File: src/rtl/axil_arb_pkg.sv
// Shared types for the two-master AXI4-Lite arbiter.
// Optional feature macro: AXIL_ARB_ROUND_ROBIN_EN (resolved in axil_arb_pick).
package axil_arb_pkg;

    localparam int NUM_M = 2;

    typedef enum logic [1:0] {
        W_IDLE = 2'd0,
        W_ADDR = 2'd1,
        W_RESP = 2'd2
    } w_state_t;

    typedef enum logic [1:0] {
        R_IDLE = 2'd0,
        R_ADDR = 2'd1,
        R_DATA = 2'd2
    } r_state_t;

endpackage

File: src/rtl/axil_arb_pick.sv
// Combinational 2-way picker used by each arbitration path.
// AXIL_ARB_ROUND_ROBIN_EN defined: a tie goes to the master other than `last`.
// Undefined: master 0 always wins a tie and `last` is ignored.
module axil_arb_pick
    import axil_arb_pkg::*;
(
    input  logic [NUM_M-1:0] req,
    input  logic             last,
    output logic             gnt_idx,
    output logic             gnt_any
);

`ifdef AXIL_ARB_ROUND_ROBIN_EN
    // Round-robin: alternate on a tie, otherwise take the lone requester
    always_comb begin
        gnt_any = |req;
        gnt_idx = 1'b0;
        if (req[0] && req[1]) gnt_idx = ~last;
        else                  gnt_idx = req[1];
    end
`else
    logic unused_last;
    assign unused_last = last;

    // Fixed priority: master 0 first
    always_comb begin
        gnt_any = |req;
        gnt_idx = ~req[0] & req[1];
    end
`endif

endmodule

File: src/rtl/axil_arbiter_2m.sv
// Two-master AXI4-Lite arbiter onto one slave port. Read and write paths are
// arbitrated independently, one outstanding transaction each; the grant is
// held from address issue until the B / R handshake.
// Optional feature macro: AXIL_ARB_ROUND_ROBIN_EN (round-robin tie-break).
module axil_arbiter_2m
    import axil_arb_pkg::*;
#(
    parameter int ADDR_W = 32,
    parameter int DATA_W = 32
) (
    input  logic                clock,
    input  logic                reset,
    // master 0
    input  logic                m0_AWvalid,
    input  logic [ADDR_W-1:0]   m0_AWdata,
    input  logic [2:0]          m0_AWprot,
    output logic                m0_AWready,
    input  logic                m0_Wvalid,
    input  logic [DATA_W-1:0]   m0_Wdata,
    input  logic [DATA_W/8-1:0] m0_Wstrb,
    output logic                m0_Wready,
    output logic                m0_Bvalid,
    input  logic                m0_Bready,
    input  logic                m0_ARvalid,
    input  logic [ADDR_W-1:0]   m0_ARdata,
    input  logic [2:0]          m0_ARprot,
    output logic                m0_ARready,
    output logic                m0_Rvalid,
    output logic [DATA_W-1:0]   m0_Rdata,
    input  logic                m0_Rready,
    // master 1
    input  logic                m1_AWvalid,
    input  logic [ADDR_W-1:0]   m1_AWdata,
    input  logic [2:0]          m1_AWprot,
    output logic                m1_AWready,
    input  logic                m1_Wvalid,
    input  logic [DATA_W-1:0]   m1_Wdata,
    input  logic [DATA_W/8-1:0] m1_Wstrb,
    output logic                m1_Wready,
    output logic                m1_Bvalid,
    input  logic                m1_Bready,
    input  logic                m1_ARvalid,
    input  logic [ADDR_W-1:0]   m1_ARdata,
    input  logic [2:0]          m1_ARprot,
    output logic                m1_ARready,
    output logic                m1_Rvalid,
    output logic [DATA_W-1:0]   m1_Rdata,
    input  logic                m1_Rready,
    // slave
    output logic                s_AWvalid,
    output logic [ADDR_W-1:0]   s_AWdata,
    output logic [2:0]          s_AWprot,
    input  logic                s_AWready,
    output logic                s_Wvalid,
    output logic [DATA_W-1:0]   s_Wdata,
    output logic [DATA_W/8-1:0] s_Wstrb,
    input  logic                s_Wready,
    input  logic                s_Bvalid,
    output logic                s_Bready,
    output logic                s_ARvalid,
    output logic [ADDR_W-1:0]   s_ARdata,
    output logic [2:0]          s_ARprot,
    input  logic                s_ARready,
    input  logic                s_Rvalid,
    input  logic [DATA_W-1:0]   s_Rdata,
    output logic                s_Rready
);

    w_state_t w_state_q, w_state_d;
    r_state_t r_state_q, r_state_d;
    logic     wg_q, wg_d, rg_q, rg_d;
    logic     aw_done_q, aw_done_d, w_done_q, w_done_d;
    logic     w_last, r_last;
    logic     w_pick_idx, w_pick_any, r_pick_idx, r_pick_any;

    axil_arb_pick u_w_pick (
        .req     ({m1_AWvalid, m0_AWvalid}),
        .last    (w_last),
        .gnt_idx (w_pick_idx),
        .gnt_any (w_pick_any)
    );

    axil_arb_pick u_r_pick (
        .req     ({m1_ARvalid, m0_ARvalid}),
        .last    (r_last),
        .gnt_idx (r_pick_idx),
        .gnt_any (r_pick_any)
    );

    // Granted master's request-side signals
    logic                sel_awvalid, sel_wvalid, sel_bready, sel_arvalid, sel_rready;
    logic [ADDR_W-1:0]   sel_awdata, sel_ardata;
    logic [2:0]          sel_awprot, sel_arprot;
    logic [DATA_W-1:0]   sel_wdata;
    logic [DATA_W/8-1:0] sel_wstrb;

    assign sel_awvalid = wg_q ? m1_AWvalid : m0_AWvalid;
    assign sel_awdata  = wg_q ? m1_AWdata  : m0_AWdata;
    assign sel_awprot  = wg_q ? m1_AWprot  : m0_AWprot;
    assign sel_wvalid  = wg_q ? m1_Wvalid  : m0_Wvalid;
    assign sel_wdata   = wg_q ? m1_Wdata   : m0_Wdata;
    assign sel_wstrb   = wg_q ? m1_Wstrb   : m0_Wstrb;
    assign sel_bready  = wg_q ? m1_Bready  : m0_Bready;
    assign sel_arvalid = rg_q ? m1_ARvalid : m0_ARvalid;
    assign sel_ardata  = rg_q ? m1_ARdata  : m0_ARdata;
    assign sel_arprot  = rg_q ? m1_ARprot  : m0_ARprot;
    assign sel_rready  = rg_q ? m1_Rready  : m0_Rready;

`ifdef AXIL_ARB_ROUND_ROBIN_EN
    logic w_last_q, w_last_d, r_last_q, r_last_d;
    assign w_last = w_last_q;
    assign r_last = r_last_q;

    // Round-robin pointers; reset to 1 so master 0 wins the first tie
    always_ff @(posedge clock) begin
        if (reset) begin
            w_last_q <= 1'b1;
            r_last_q <= 1'b1;
        end else begin
            w_last_q <= w_last_d;
            r_last_q <= r_last_d;
        end
    end
`else
    assign w_last = 1'b1;
    assign r_last = 1'b1;
`endif

    // State, grant and sticky handshake flags
    always_ff @(posedge clock) begin
        if (reset) begin
            w_state_q <= W_IDLE;
            r_state_q <= R_IDLE;
            wg_q      <= 1'b0;
            rg_q      <= 1'b0;
            aw_done_q <= 1'b0;
            w_done_q  <= 1'b0;
        end else begin
            w_state_q <= w_state_d;
            r_state_q <= r_state_d;
            wg_q      <= wg_d;
            rg_q      <= rg_d;
            aw_done_q <= aw_done_d;
            w_done_q  <= w_done_d;
        end
    end

    // Write path: next state and AW/W/B routing
    always_comb begin
        w_state_d  = w_state_q;
        wg_d       = wg_q;
        aw_done_d  = aw_done_q;
        w_done_d   = w_done_q;
`ifdef AXIL_ARB_ROUND_ROBIN_EN
        w_last_d   = w_last_q;
`endif
        s_AWvalid  = 1'b0;
        s_AWdata   = '0;
        s_AWprot   = '0;
        s_Wvalid   = 1'b0;
        s_Wdata    = '0;
        s_Wstrb    = '0;
        s_Bready   = 1'b0;
        m0_AWready = 1'b0;
        m1_AWready = 1'b0;
        m0_Wready  = 1'b0;
        m1_Wready  = 1'b0;
        m0_Bvalid  = 1'b0;
        m1_Bvalid  = 1'b0;
        unique case (w_state_q)
            W_IDLE: begin
                if (w_pick_any) begin
                    wg_d      = w_pick_idx;
                    w_state_d = W_ADDR;
                end
            end
            W_ADDR: begin
                s_AWvalid  = sel_awvalid & ~aw_done_q;
                s_AWdata   = sel_awdata;
                s_AWprot   = sel_awprot;
                s_Wvalid   = sel_wvalid & ~w_done_q;
                s_Wdata    = sel_wdata;
                s_Wstrb    = sel_wstrb;
                m0_AWready = ~wg_q & ~aw_done_q & s_AWready;
                m1_AWready =  wg_q & ~aw_done_q & s_AWready;
                m0_Wready  = ~wg_q & ~w_done_q & s_Wready;
                m1_Wready  =  wg_q & ~w_done_q & s_Wready;
                aw_done_d  = aw_done_q | (s_AWvalid & s_AWready);
                w_done_d   = w_done_q  | (s_Wvalid & s_Wready);
                if (aw_done_d && w_done_d) w_state_d = W_RESP;
            end
            W_RESP: begin
                s_Bready  = sel_bready;
                m0_Bvalid = ~wg_q & s_Bvalid;
                m1_Bvalid =  wg_q & s_Bvalid;
                if (s_Bvalid && sel_bready) begin
                    aw_done_d = 1'b0;
                    w_done_d  = 1'b0;
                    w_state_d = W_IDLE;
`ifdef AXIL_ARB_ROUND_ROBIN_EN
                    w_last_d  = wg_q;
`endif
                end
            end
            default: w_state_d = W_IDLE;
        endcase
    end

    // Read path: next state and AR/R routing
    always_comb begin
        r_state_d  = r_state_q;
        rg_d       = rg_q;
`ifdef AXIL_ARB_ROUND_ROBIN_EN
        r_last_d   = r_last_q;
`endif
        s_ARvalid  = 1'b0;
        s_ARdata   = '0;
        s_ARprot   = '0;
        s_Rready   = 1'b0;
        m0_ARready = 1'b0;
        m1_ARready = 1'b0;
        m0_Rvalid  = 1'b0;
        m1_Rvalid  = 1'b0;
        m0_Rdata   = '0;
        m1_Rdata   = '0;
        unique case (r_state_q)
            R_IDLE: begin
                if (r_pick_any) begin
                    rg_d      = r_pick_idx;
                    r_state_d = R_ADDR;
                end
            end
            R_ADDR: begin
                s_ARvalid  = sel_arvalid;
                s_ARdata   = sel_ardata;
                s_ARprot   = sel_arprot;
                m0_ARready = ~rg_q & s_ARready;
                m1_ARready =  rg_q & s_ARready;
                if (sel_arvalid && s_ARready) r_state_d = R_DATA;
            end
            R_DATA: begin
                s_Rready  = sel_rready;
                m0_Rvalid = ~rg_q & s_Rvalid;
                m1_Rvalid =  rg_q & s_Rvalid;
                if (rg_q) m1_Rdata = s_Rdata;
                else      m0_Rdata = s_Rdata;
                if (s_Rvalid && sel_rready) begin
                    r_state_d = R_IDLE;
`ifdef AXIL_ARB_ROUND_ROBIN_EN
                    r_last_d  = rg_q;
`endif
                end
            end
            default: r_state_d = R_IDLE;
        endcase
    end

endmodule

File: config.mk
export PLATFORM = sky130hd
export DESIGN_NAME = axil_arbiter_2m
export DESIGN_NICKNAME = d
export VERILOG_FILES = /design/src/rtl/axil_arb_pkg.sv /design/src/rtl/axil_arb_pick.sv /design/src/rtl/axil_arbiter_2m.sv
export SDC_FILE = /design/constraint.sdc
export NUM_CORES = 1
export LEC_CHECK = 0
export CAP_MARGIN = 20
export CORE_AREA = 2 2 174 176
export CTS_BUF_LIST = sky130_fd_sc_hd__clkbuf_4
export DETAILED_ROUTE_END_ITERATION = 10
export DIE_AREA = 0 0 176 178
export PLACE_DENSITY = 0.43
export RECOVER_POWER = 100
export SLEW_MARGIN = 20
export SYNTH_ARGS = -nofsm -noshare
export SYNTH_HDL_FRONTEND = slang
export SYNTH_SLANG_ARGS = --single-unit
export TNS_END_PERCENT = 50
File: constraint.sdc
create_clock -name clock -period 1.6 [get_ports clock]
set_input_delay 0.4 -clock clock [delete_from_list [all_inputs] [get_ports clock]]
set_output_delay 0.4 -clock clock [all_outputs]
set_load 0.1 [all_outputs]
==> results of run 1 <==
-- metal layers --
layer	up-vias	routed length [um]	global-route usage [%]
li1	2290	-	-
met1	2161	7500	13.0
met2	270	11900	24.2
met3	10	2060	3.75
met4	0	192	1.79
met5	-	0	0
-- sequential cells by signal, summed over array words and instances, names as in the netlist --
name	cells
r_state_q	2
rg_q	1
wg_q	1
aw_done_q	1
w_state_q	2
w_done_q	1
-- power by group --
group          total, mW  internal (mW)  switching [mW]
Sequential         0.247          0.213          0.0342
Combinational       5.74           2.54            3.20
Clock              0.192          0.113          0.0790
-- through the flow --
step	instance area (um2)	hold WS, ns	power (mW)	cells	TNS, ns
6_report	12100	0.620	6.18	1275	-47.92
5_1_grt	12100	0.641	6.40	1275	-60.50
4_1_cts	11400	0.621	5.92	1258	-52.12
3_5_place_dp	10600	0.563	5.39	1235	-16.09
3_3_place_gp	10600	0.561	5.38	1235	-15.53
2_1_floorplan	3490	0.467	3.21	375	-51.21
-- area by class of cell --
cell class,count,area (um2)
Clock buffer,4,30.0
Sequential cell,8,178
Multi-Input combinational cell,329,3910
Tap cell,390,488
Inverter,5,18.8
Antenna cell,1,2.50
Timing Repair Buffer,538,7480
Fill cell,2784,17300
-- worst min-delay path: stages, from the launching register on --
cell and delay, ns:
sky130_fd_sc_hd__dfxtp_1 0.40, sky130_fd_sc_hd__o21ai_1 0.11, sky130_fd_sc_hd__a21oi_1 0.06
-- repair_timing --
item | 4_1_cts | 5_1_grt
pin swaps | 35 | 50
buffers inserted | 15 | 12
endpoints found under the setup margin | 185 | 186
gates resized for setup | 138 | 103
hold buffers | 0 | 0
gates cloned | 4 | 6
-- layout by cell type, fill, tap and decap left out, drive strengths merged --
| master | synthesis | final |
|---|---|---|
| nand4b | 1 | 1 |
| and2 | 65 | 65 |
| dfxtp | 8 | 8 |
| buf | 32 | 272 |
| and4b | 3 | 3 |
| nor4b | 2 | 2 |
| a21oi | 7 | 7 |
| nor2b | 4 | 4 |
| nand3 | 2 | 2 |
| inv | 5 | 5 |
| mux2i | 108 | 108 |
| o31a | 1 | 1 |
| diode | 0 | 1 |
| nor2 | 111 | 111 |
| nor4 | 1 | 1 |
| nand3b | 1 | 1 |
| o21ai | 2 | 2 |
| nand2b | 3 | 3 |
| clkbuf | 1 | 9 |
| mux2 | 3 | 3 |
| clkdlybuf4s50 | 0 | 260 |
| o41ai | 1 | 1 |
| bufbuf | 0 | 1 |
| nor3b | 3 | 3 |
| nor3 | 4 | 4 |
| and3 | 3 | 3 |
| o211ai | 2 | 2 |
| a211oi | 2 | 2 |
-- worst paths after layout --
kind / cells after the start / startpoint / slack (ns) / to
setup / recovery: 4 / wg_q / -0.33 / s_Wvalid
hold / removal: 2 / w_done_q / 0.62 / w_done_q
setup reg to reg: 5 / rg_q / 0.07 / r_state_q[0]
hold reg to reg: 2 / w_done_q / 0.62 / w_done_q
-- kinds of logic (layout without fill, tap and decap cells) --
kind of cell / after synthesis / in the layout / share of synthesized area [%]
and+or+nand+nor: 203 / 203 / 39.2
muxes: 111 / 111 / 42.6
other: 0 / 1 / 0
DFF: 8 / 8 / 6.06
AOI/OAI and AO/OA: 15 / 15 / 4.07
buffers and inverters: 38 / 547 / 8.04
==> flow_summary.rst, run 1 <==
.. list-table::
   :header-rows: 1

   * - Metric
     - Value
   * - Status
     - finished, violations left
   * - Violations in the final reports
     - setup timing
   * - Count leader, synth
     - sky130_fd_sc_hd__nor2_1
   * - Port buffer count
     - about 450
   * - Synth Net Count
     - ~640
   * - Buffers & Inverters on Critical Path
     - 2
   * - Share of layout cells above drive strength 1
     - a little under two thirds
   * - Starting density of the core
     - 8.99%
   * - Antenna-violating nets left
     - 0
   * - Crit-path max cell delay
     - approximately 0.42 ns
   * - Number of H-tree levels
     - 1
   * - Count of TritonRoute iterations in the first routing pass
     - 4
   * - Main area contributors after synthesis
     - sky130_fd_sc_hd__mux2i_1 (41%), sky130_fd_sc_hd__nor2_1 (16%), sky130_fd_sc_hd__and2_1 (15%)
   * - Library cell occupying the most area in the post-synthesis netlist
     - sky130_fd_sc_hd__mux2i_1
   * - Drc violations
     - 0
   * - Element type at the critical path end
     - primary output
   * - Post-Route WL
     - between 20000 and 25000 um
   * - Kind of path behind the tightest hold check
     - flip-flop to flip-flop
   * - Maximum fanout along the worst path
     - 16
   * - Critical Path RT
     - 1.20 ns
   * - Number of enable-type register cells in the synthesized netlist
     - 0
   * - Synthesis Warnings
     - 0
   * - Number of design-rule violations left by the first detailed-router iteration
     - 59
   * - Clock Path Buffers
     - 2
   * - DIE AREA
     - roughly 0.031 mm2
   * - Average wire per standard cell
     - 17.0 um
   * - Clock slew seen by the registers of the worst setup and hold paths
     - around 0.07 ns
   * - Maximum number of pins on one net before global-route repair
     - 34
   * - Share of Yosys cell area claimed by the top area cell type
     - 40.9%
   * - Total via count after detailed routing
     - 4731
   * - Core Footprint
     - roughly 0.03 mm2
   * - VDD IR max
     - between 200 and 300 uV
   * - Predominant post-synthesis flop cell
     - sky130_fd_sc_hd__dfxtp_1
   * - Number of clock sinks seen by CTS
     - 8
   * - Post-DP HPWL
     - between 15000 and 20000 um
   * - Synth-to-layout area growth
     - 358%
   * - Synth unique cells
     - 33
   * - Static power due to leakage
     - approximately 4.4 nW
   * - Final weighted congestion in routability-driven placement
     - 0.722
   * - Number of violations of the max-capacitance limit
     - 0
   * - Share of synthesized registers carrying an async set or reset
     - 0%
   * - Fraction of the core area covered by cells at the end of the flow
     - slightly above 40%
   * - GRT Total Usage
     - 12.3%
   * - Top cells by instance count after synthesis
     - sky130_fd_sc_hd__nor2_1 (110), sky130_fd_sc_hd__mux2i_1 (108), sky130_fd_sc_hd__and2_1 (65), sky130_fd_sc_hd__buf_2 (23), sky130_fd_sc_hd__dfxtp_1 (8)
   * - Antenna violations before repair
     - 1
   * - Transition time at the pin with the least slew margin
     - roughly 0.36 ns
   * - Number of storage elements in the synthesis netlist
     - 8
   * - Netlist area before placement
     - 0.00264 mm2
   * - Sum of overflow across all layers after global routing
     - 0
   * - Clock root cell
     - sky130_fd_sc_hd__clkbuf_4
   * - Final Hold Vio Count
     - 0
   * - Minimum clock period after layout
     - roughly 1.9 ns
   * - First-pass GRT wire length
     - 29500 um
   * - Setup Viol. Count Final
     - approximately 190
   * - Die X-Extent
     - roughly 180 um
   * - Maximum clock frequency
     - approximately 520 MHz
   * - Type of the setup path with the least slack
     - flip-flop to primary output
   * - Arrival @ worst endpoint
     - 1.53 ns
   * - Avg Synthesized Cell Area
     - roughly 7 um2
   * - Family with the most delay on the worst path
     - flip-flops
   * - # nets final
     - 1146
   * - Avg Vias per Cell
     - between 3 and 4
   * - Critical Path Slowest Stage Cell
     - sky130_fd_sc_hd__dfxtp_4
   * - Final setup margin
     - -0.326 ns
   * - Most frequent cell on the critical path
     - sky130_fd_sc_hd__buf_12
   * - Total clock buffers created by CTS
     - 3
   * - Skew final
     - about 0.0057 ns
   * - Worst slew margin relative to its limit
     - about three quarters
   * - Power density of the placed cells
     - approximately 500 mW/mm2
   * - Worst Setup Slack post-DPL
     - -0.308 ns
   * - Count of mapped cells out of synthesis
     - ~380
   * - Unrepaired setup endpoints after global routing
     - yes
   * - # IOs
     - ~450
   * - Max-slew violations
     - 0
   * - Via count of the first global-routing pass
     - slightly above 5000
   * - Clock Latency Late Sink
     - approximately 0.26 ns
   * - Launching element type of the critical path
     - flip-flop
   * - Sequential-to-total area share from yosys stat
     - under 10%
   * - Placement row count
     - 63
   * - Period utilization
     - 120%
   * - List of cells traversed by the critical path
     - buf_12 -> mux2_4 -> nor3b_4 -> buf_12
   * - Die Height
     - approximately 180 um
   * - Clock tree from TritonCTS
     - yes
No activity file was read; power rests on OpenSTA's default activity.
==> inputs of run 2 (changes only) <==
GPL_TIMING_DRIVEN = 0   (was default)
PLACE_DENSITY = default   (was 0.43)
==> flow_summary.rst, run 2 (synthesis gave the netlist of run 1 again) <==
.. list-table::
   :header-rows: 1

   * - Metric
     - Value
   * - Worst slew margin relative to its limit
     - 60.2% (was 75.9%)
   * - Maximum clock frequency
     - 480 MHz (was 519 MHz)
   * - Clock slew seen by the registers of the worst setup and hold paths
     - 0.08 ns (was 0.07 ns)
   * - List of cells traversed by the critical path
     - buf_8 -> buf_12 -> buf_12 -> buf_16 -> mux2i_4 -> nor2_4 -> buf_12 (was buf_12 -> mux2_4 -> nor3b_4 -> buf_12)
   * - Drc violations
     - 0 (unchanged)
   * - Final setup margin
     - -0.482 ns (was -0.326 ns)
   * - Number of clock sinks seen by CTS
     - 8 (unchanged)
   * - Most frequent cell on the critical path
     - sky130_fd_sc_hd__buf_12 (unchanged)
   * - Post-Route WL
     - 22700 um (was 21700 um)
   * - Port buffer count
     - 444 (was 445)
   * - Min-Delay Endpoint
     - w_state_q[1] (was w_done_q)
   * - Avg Vias per Cell
     - 3.81 (was 3.71)
   * - Skew final
     - 0.0198 ns (was 0.00567 ns)
   * - Hold buffer count at CTS
     - 0 (unchanged)
   * - Synth-to-layout area growth
     - 354% (was 358%)
   * - First-pass GRT wire length
     - 29100 um (was 29500 um)
   * - Clock Latency Late Sink
     - 0.28 ns (was 0.26 ns)
   * - Buffers & Inverters on Critical Path
     - 5 (was 2)
   * - Highest-count cells in the layout ignoring fill and taps
     - sky130_fd_sc_hd__clkdlybuf4s50_1 (257), sky130_fd_sc_hd__buf_12 (172), sky130_fd_sc_hd__nor2_4 (78) (was sky130_fd_sc_hd__clkdlybuf4s50_1 (260), sky130_fd_sc_hd__buf_12 (204), sky130_fd_sc_hd__nor2_4 (83))
   * - Static power due to leakage
     - 4.30 nW (was 4.42 nW)
   * - Fraction of the core area covered by cells at the end of the flow
     - 40.8% (was 41.2%)
   * - Worst hold path cell count
     - 4 (was 2)
   * - Power density of the placed cells
     - 505 mW/mm2 (was 510 mW/mm2)
   * - Total via count after detailed routing
     - 4794 (was 4731)
   * - DIE AREA
     - 0.0313 mm2 (unchanged)
   * - Total design power
     - 6.06 mW (was 6.18 mW)
   * - Clock tree from TritonCTS
     - yes (unchanged)
   * - Kind of path behind the tightest hold check
     - primary input to flip-flop (was flip-flop to flip-flop)
   * - Clock root cell
     - sky130_fd_sc_hd__clkbuf_4 (unchanged)
   * - Unrepaired setup endpoints after global routing
     - yes (unchanged)
   * - Hold Crit Start
     - s_Bvalid (was w_done_q)
   * - Core Footprint
     - 0.0294 mm2 (unchanged)
   * - Element type at the critical path end
     - primary output (unchanged)
   * - Number of violations of the max-capacitance limit
     - 0 (unchanged)
   * - Critical Path Slowest Stage Cell
     - sky130_fd_sc_hd__dfxtp_2 (was sky130_fd_sc_hd__dfxtp_4)
   * - GRT Total Usage
     - 12.2% (was 12.3%)
   * - Violations in the final reports
     - setup timing (unchanged)
   * - Share of layout cells above drive strength 1
     - 64.2% (was 63.6%)
   * - Endpoint of the lowest-slack register-to-register path
     - w_state_q[1] (was r_state_q[0])
   * - Critical Path RT
     - 1.20 ns (about the same)
   * - Family with the most delay on the worst path
     - buffers and inverters (was flip-flops)
   * - Worst flop-to-flop path startpoint
     - wg_q (was rg_q)
   * - Number of H-tree levels
     - 1 (unchanged)
   * - Final weighted congestion in routability-driven placement
     - 0.750 (was 0.722)
   * - Status
     - finished, violations left (unchanged)
   * - Post-DP HPWL
     - 15900 um (was 17700 um)
   * - Number of cells traversed by the worst register-to-register path
     - 5 (unchanged)
   * - Final Hold Vio Count
     - 0 (unchanged)
   * - Number of design-rule violations left by the first detailed-router iteration
     - 88 (was 59)
   * - Launching element type of the critical path
     - flip-flop (unchanged)
   * - Setup Viol. Count Final
     - 185 (unchanged)
   * - Die Height
     - 178 um (unchanged)
   * - Transition time at the pin with the least slew margin
     - 0.597 ns (was 0.358 ns)
   * - Minimum clock period after layout
     - 2.08 ns (was 1.93 ns)
   * - Via count of the first global-routing pass
     - 5025 (was 5061)
   * - Maximum number of pins on one net before global-route repair
     - 11 (was 34)
   * - # nets final
     - 1131 (was 1146)
   * - Placement row count
     - 63 (unchanged)
   * - Die X-Extent
     - 176 um (unchanged)
   * - Total negative slack for setup checks
     - -64.42 ns (was -47.92 ns)
   * - Antenna violations before repair
     - 2 (was 1)
   * - Count of TritonRoute iterations in the first routing pass
     - 3 (was 4)
   * - Max-slew violations
     - 0 (unchanged)
   * - Clock Path Buffers
     - 2 (unchanged)
   * - # IOs
     - 446 (unchanged)
   * - Starting density of the core
     - 8.99% (unchanged)
   * - Type of the setup path with the least slack
     - flip-flop to primary output (unchanged)
   * - Antenna-violating nets left
     - 0 (unchanged)
   * - Most common cell after layout, fill and taps aside
     - sky130_fd_sc_hd__clkdlybuf4s50_1 (unchanged)
   * - Top flop regs
     - r_state_q: 2 flops, w_state_q: 2 flops (unchanged)
   * - Period utilization
     - 130% (was 120%)
   * - VDD IR max
     - 309 uV (was 279 uV)
   * - Total clock buffers created by CTS
     - 3 (unchanged)
   * - Arrival @ worst endpoint
     - 1.68 ns (was 1.53 ns)
   * - Sum of overflow across all layers after global routing
     - 0 (unchanged)
   * - Register-to-Register Setup Slack
     - 0.10 ns (was 0.07 ns)
   * - Average wire per standard cell
     - 18.1 um (was 17.0 um)
   * - Crit-path max cell delay
     - 0.35 ns (was 0.42 ns)
   * - Maximum fanout along the worst path
     - 5 (was 16)
run 2: cell count changes in the layout (fill, tap and decap cells not counted), moves of 2 or more:
cell,change
sky130_fd_sc_hd__buf_12,-32
sky130_fd_sc_hd__buf_6,+25
sky130_fd_sc_hd__buf_4,-22
sky130_fd_sc_hd__mux2i_4,+22
sky130_fd_sc_hd__mux2i_2,-15
sky130_fd_sc_hd__buf_8,+11
sky130_fd_sc_hd__mux2i_1,-7
sky130_fd_sc_hd__nor2_2,+5
sky130_fd_sc_hd__nor2_4,-5
sky130_fd_sc_hd__buf_16,+3
sky130_fd_sc_hd__clkdlybuf4s50_1,-3
sky130_fd_sc_hd__clkbuf_16,-2
run 2: repair_timing:
item                        CTS  global route
hold endpoints to repair      0             0
cloned                        9             3
setup endpoints to repair   185           185
gates resized for setup    1579           366
pin swaps                    54            20
buffers inserted             13            25
run 2: how the worst max path moves through the flow:
stage	startpoint	to	slack, ns	cells after the start
3_5_place_dp	m0_AWvalid	s_AWvalid	-1.35	4
4_1_cts	wg_q	s_AWdata[5]	-0.52	7
2_1_floorplan	w_state_q[1]	m0_AWready	-0.46	3
6_report	wg_q	s_AWdata[5]	-0.48	7
5_1_grt	wg_q	s_AWdata[5]	-0.56	7
3_3_place_gp	m0_AWvalid	s_AWvalid	-1.35	4
run 2: area by class of cell:
cell class              count  area [um2]
multi-input cells         330        4120
plain buffers              31         515
repair buffers            491        6650
flip-flops and latches      8         178
inverters                   5        18.8
clock buffers               3        22.5
fillers                  2708       17400
diodes                      1        2.50
well taps                 390         488
run 2: worst reg2reg max path, delay by kind of cell, from the launching register on:
family                 cells  cell delay (ns)
AOI/OAI and AO/OA          2             0.24
buffers and inverters      2             0.43
DFF                        1             0.37
muxes                      1             0.31
run 2: per-stage QoR:
step,hold slack [ns],cell area (um2),instances,setup WS (ns)
2_1_floorplan,0.467,3490,375,-0.465
3_3_place_gp,0.504,8430,1209,-1.35
3_5_place_dp,0.511,8430,1209,-1.35
4_1_cts,0.511,10300,1234,-0.520
5_1_grt,0.519,12000,1259,-0.562
6_report,0.518,12000,1259,-0.482
run 2: layer usage:
| metal | vias up | share of wire [%] | global-route usage (%) |
|---|---|---|---|
| met2 | 277 | 55 | 24.3 |
| met5 | - | 0.040 | 0 |
| met4 | 2 | 2.1 | 3.03 |
| met3 | 22 | 8.6 | 3.71 |
| li1 | 2263 | - | - |
| met1 | 2230 | 34 | 12.3 |
run 2: where the power goes:
group          internal [mW]  leakage [nW]  switching [mW]
Sequential             0.213        0.0691          0.0334
Combinational           2.41          4.22            3.21
Clock                 0.0870        0.0138          0.0979
Total                   2.71          4.30            3.35
==> inputs of run 3 (changes only) <==
CTS_BUF_LIST = sky130_fd_sc_hd__clkbuf_4 sky130_fd_sc_hd__clkbuf_8 sky130_fd_sc_hd__clkbuf_16   (was sky130_fd_sc_hd__clkbuf_4)
==> flow_summary.rst, run 3 (synthesis gave the netlist of run 1 again) <==
.. list-table::
   :header-rows: 1

   * - Metric
     - Value
   * - Status
     - finished, violations left (unchanged)
   * - Violations in the final reports
     - setup timing (unchanged)
   * - Post-Route WL
     - 22500 um (was 22700 um)
   * - Via count of the first global-routing pass
     - 5002 (was 5025)
   * - Launching element type of the critical path
     - flip-flop (unchanged)
   * - Total negative slack for setup checks
     - -55.64 ns (was -64.42 ns)
   * - Worst Setup Slack post-DPL
     - -1.35 ns (unchanged)
   * - Sequential Power Share
     - 3.9% (was 4.1%)
   * - Worst slew margin relative to its limit
     - 60.8% (was 60.2%)
   * - Fraction of power spent switching nets
     - 53.6% (was 55.2%)
   * - Most common cell after layout, fill and taps aside
     - sky130_fd_sc_hd__clkdlybuf4s50_1 (unchanged)
   * - Clock tree from TritonCTS
     - yes (unchanged)
   * - Number of design-rule violations left by the first detailed-router iteration
     - 64 (was 88)
   * - Number of H-tree levels
     - 1 (unchanged)
   * - Final setup margin
     - -0.411 ns (was -0.482 ns)
   * - Number of clock sinks seen by CTS
     - 8 (unchanged)
   * - First-pass GRT wire length
     - 29200 um (was 29100 um)
   * - VDD IR max
     - 319 uV (was 309 uV)
   * - Die X-Extent
     - 176 um (unchanged)
   * - Final cell area excluding filler cells
     - 0.0119 mm2 (was 0.0120 mm2)
   * - Clock Latency Late Sink
     - 0.24 ns (was 0.28 ns)
   * - Unrepaired setup endpoints after global routing
     - yes (unchanged)
   * - Share of power burned in the clock network
     - 7.2% (was 3.1%)
   * - Setup Viol. Count Final
     - 185 (unchanged)
   * - Type of the setup path with the least slack
     - flip-flop to primary output (unchanged)
   * - Die Height
     - 178 um (unchanged)
   * - Static power due to leakage
     - 4.33 nW (was 4.30 nW)
   * - Post-DP HPWL
     - 15900 um (unchanged)
   * - Worst hold path cell count
     - 3 (was 4)
   * - GRT Total Usage
     - 12.2% (about the same)
   * - Highest-count cells in the layout ignoring fill and taps
     - sky130_fd_sc_hd__clkdlybuf4s50_1 (252), sky130_fd_sc_hd__buf_12 (179), sky130_fd_sc_hd__nor2_4 (84) (was sky130_fd_sc_hd__clkdlybuf4s50_1 (257), sky130_fd_sc_hd__buf_12 (172), sky130_fd_sc_hd__nor2_4 (78))
   * - Final hold slack
     - 0.504 ns (was 0.518 ns)
   * - Hold buffer count at CTS
     - 0 (unchanged)
   * - Top flop regs
     - r_state_q: 2 flops, w_state_q: 2 flops (unchanged)
   * - Clock root cell
     - sky130_fd_sc_hd__clkbuf_16 (was sky130_fd_sc_hd__clkbuf_4)
   * - Average wire per standard cell
     - 17.9 um (was 18.1 um)
   * - Count of TritonRoute iterations in the first routing pass
     - 4 (was 3)
   * - Avg Vias per Cell
     - 3.85 (was 3.81)
   * - Element type at the critical path end
     - primary output (unchanged)
   * - Maximum clock frequency
     - 497 MHz (was 480 MHz)
   * - Skew final
     - 0.00757 ns (was 0.0198 ns)
   * - Most frequent cell on the critical path
     - sky130_fd_sc_hd__buf_12 (unchanged)
   * - Antenna violations before repair
     - 3 (was 2)
   * - Sum of overflow across all layers after global routing
     - 0 (unchanged)
   * - Drc violations
     - 0 (unchanged)
   * - Transition time at the pin with the least slew margin
     - 0.588 ns (was 0.597 ns)
   * - Total clock buffers created by CTS
     - 3 (unchanged)
   * - Starting density of the core
     - 8.99% (unchanged)
   * - List of cells traversed by the critical path
     - buf_12 -> buf_12 -> buf_12 -> buf_16 -> mux2i_4 -> nor2_4 -> buf_12 (was buf_8 -> buf_12 -> buf_12 -> buf_16 -> mux2i_4 -> nor2_4 -> buf_12)
   * - Critical Path RT
     - 1.20 ns (about the same)
   * - Max-slew violations
     - 0 (unchanged)
   * - Net switching power figure
     - 3.35 mW (about the same)
   * - Area of placed instances
     - 0.00843 mm2 (unchanged)
   * - Crit-path max cell delay
     - 0.32 ns (was 0.35 ns)
   * - Clock Path Buffers
     - 2 (unchanged)
   * - Power density of the placed cells
     - 527 mW/mm2 (was 505 mW/mm2)
   * - Maximum number of pins on one net before global-route repair
     - 12 (was 11)
   * - Share of layout cells above drive strength 1
     - 63.5% (was 64.2%)
   * - P_int
     - 2.90 mW (was 2.71 mW)
   * - Final weighted congestion in routability-driven placement
     - 0.750 (unchanged)
   * - # nets final
     - 1129 (was 1131)
   * - Final Hold Vio Count
     - 0 (unchanged)
   * - Placement row count
     - 63 (unchanged)
   * - Kind of path behind the tightest hold check
     - primary input to flip-flop (unchanged)
   * - Port buffer count
     - 444 (unchanged)
   * - Total via count after detailed routing
     - 4835 (was 4794)
   * - Period utilization
     - 126% (was 130%)
   * - # IOs
     - 446 (unchanged)
   * - Clock slew seen by the registers of the worst setup and hold paths
     - 0.04 ns (was 0.08 ns)
   * - DIE AREA
     - 0.0313 mm2 (unchanged)
   * - Maximum fanout along the worst path
     - 8 (was 5)
   * - Fraction of the core area covered by cells at the end of the flow
     - 40.4% (was 40.8%)
   * - Synth-to-layout area growth
     - 349% (was 354%)
   * - Core Footprint
     - 0.0294 mm2 (unchanged)
   * - Logic pwr share
     - 89.0% (was 92.9%)
   * - Antenna diode instance count
     - 0 (was 1)
   * - Number of cells traversed by the worst register-to-register path
     - 7 (was 5)
   * - Arrival @ worst endpoint
     - 1.61 ns (was 1.68 ns)
   * - Number of violations of the max-capacitance limit
     - 0 (unchanged)
   * - Critical Path Slowest Stage Cell
     - sky130_fd_sc_hd__dfxtp_2 (unchanged)
   * - Antenna-violating nets left
     - 0 (unchanged)
   * - Minimum clock period after layout
     - 2.01 ns (was 2.08 ns)
[run 3: metal layers]
| layer | global-route usage (%) | part of all wire [%] |
|---|---|---|
| met1 | 12.4 | 34 |
| met2 | 24.3 | 55 |
| met4 | 2.93 | 2.3 |
| met5 | 0 | 0.040 |
| met3 | 3.60 | 8.9 |
[run 3: layout make-up]
class	instances	area, um2
inverters	5	18.8
plain buffers	33	571
clock buffers	3	75.1
flip-flops and latches	8	175
multi-input cells	330	4010
fillers	2678	17500
well taps	390	488
repair buffers	487	6530
[run 3: what timing repair did]
item,in CTS,in global routing
gates cloned,6,6
pin swaps,16,21
setup buffers,13,21
resized for setup,1627,292
endpoints found under the setup margin,185,185
[run 3: path summary, 6_finish.rpt]
path	startpoint	end	slack, ns
max	wg_q	s_AWprot[1]	-0.41
min	s_AWready	aw_done_q	0.50
max reg2reg	rg_q	r_state_q[1]	0.04
min reg2reg	w_state_q[0]	w_state_q[0]	0.57
[run 3: through the flow]
stage / std cells / power [mW]
after floorplan: 375 / 3.21
after global placement: 1209 / 4.52
after detailed placement: 1209 / 4.53
after CTS: 1231 / 5.66
after global routing: 1256 / 6.46
final: 1256 / 6.26
[run 3: power groups by stage]
stage | Sequential, mW | Clock, mW | Combinational, mW
global route | 0.244 | 0.483 | 5.73
finish | 0.242 | 0.448 | 5.57
floorplan | 0.239 | 0 | 2.97
CTS | 0.239 | 0.476 | 4.94
global placement | 0.243 | 0 | 4.28
detailed placement | 0.244 | 0 | 4.28
[run 3: critical path: cells and delay by family (launching register included)]
family	cells	cell delay (ns)
buf+inv	5	0.72
flops	1	0.32
mux	1	0.19
simple gates	1	0.12
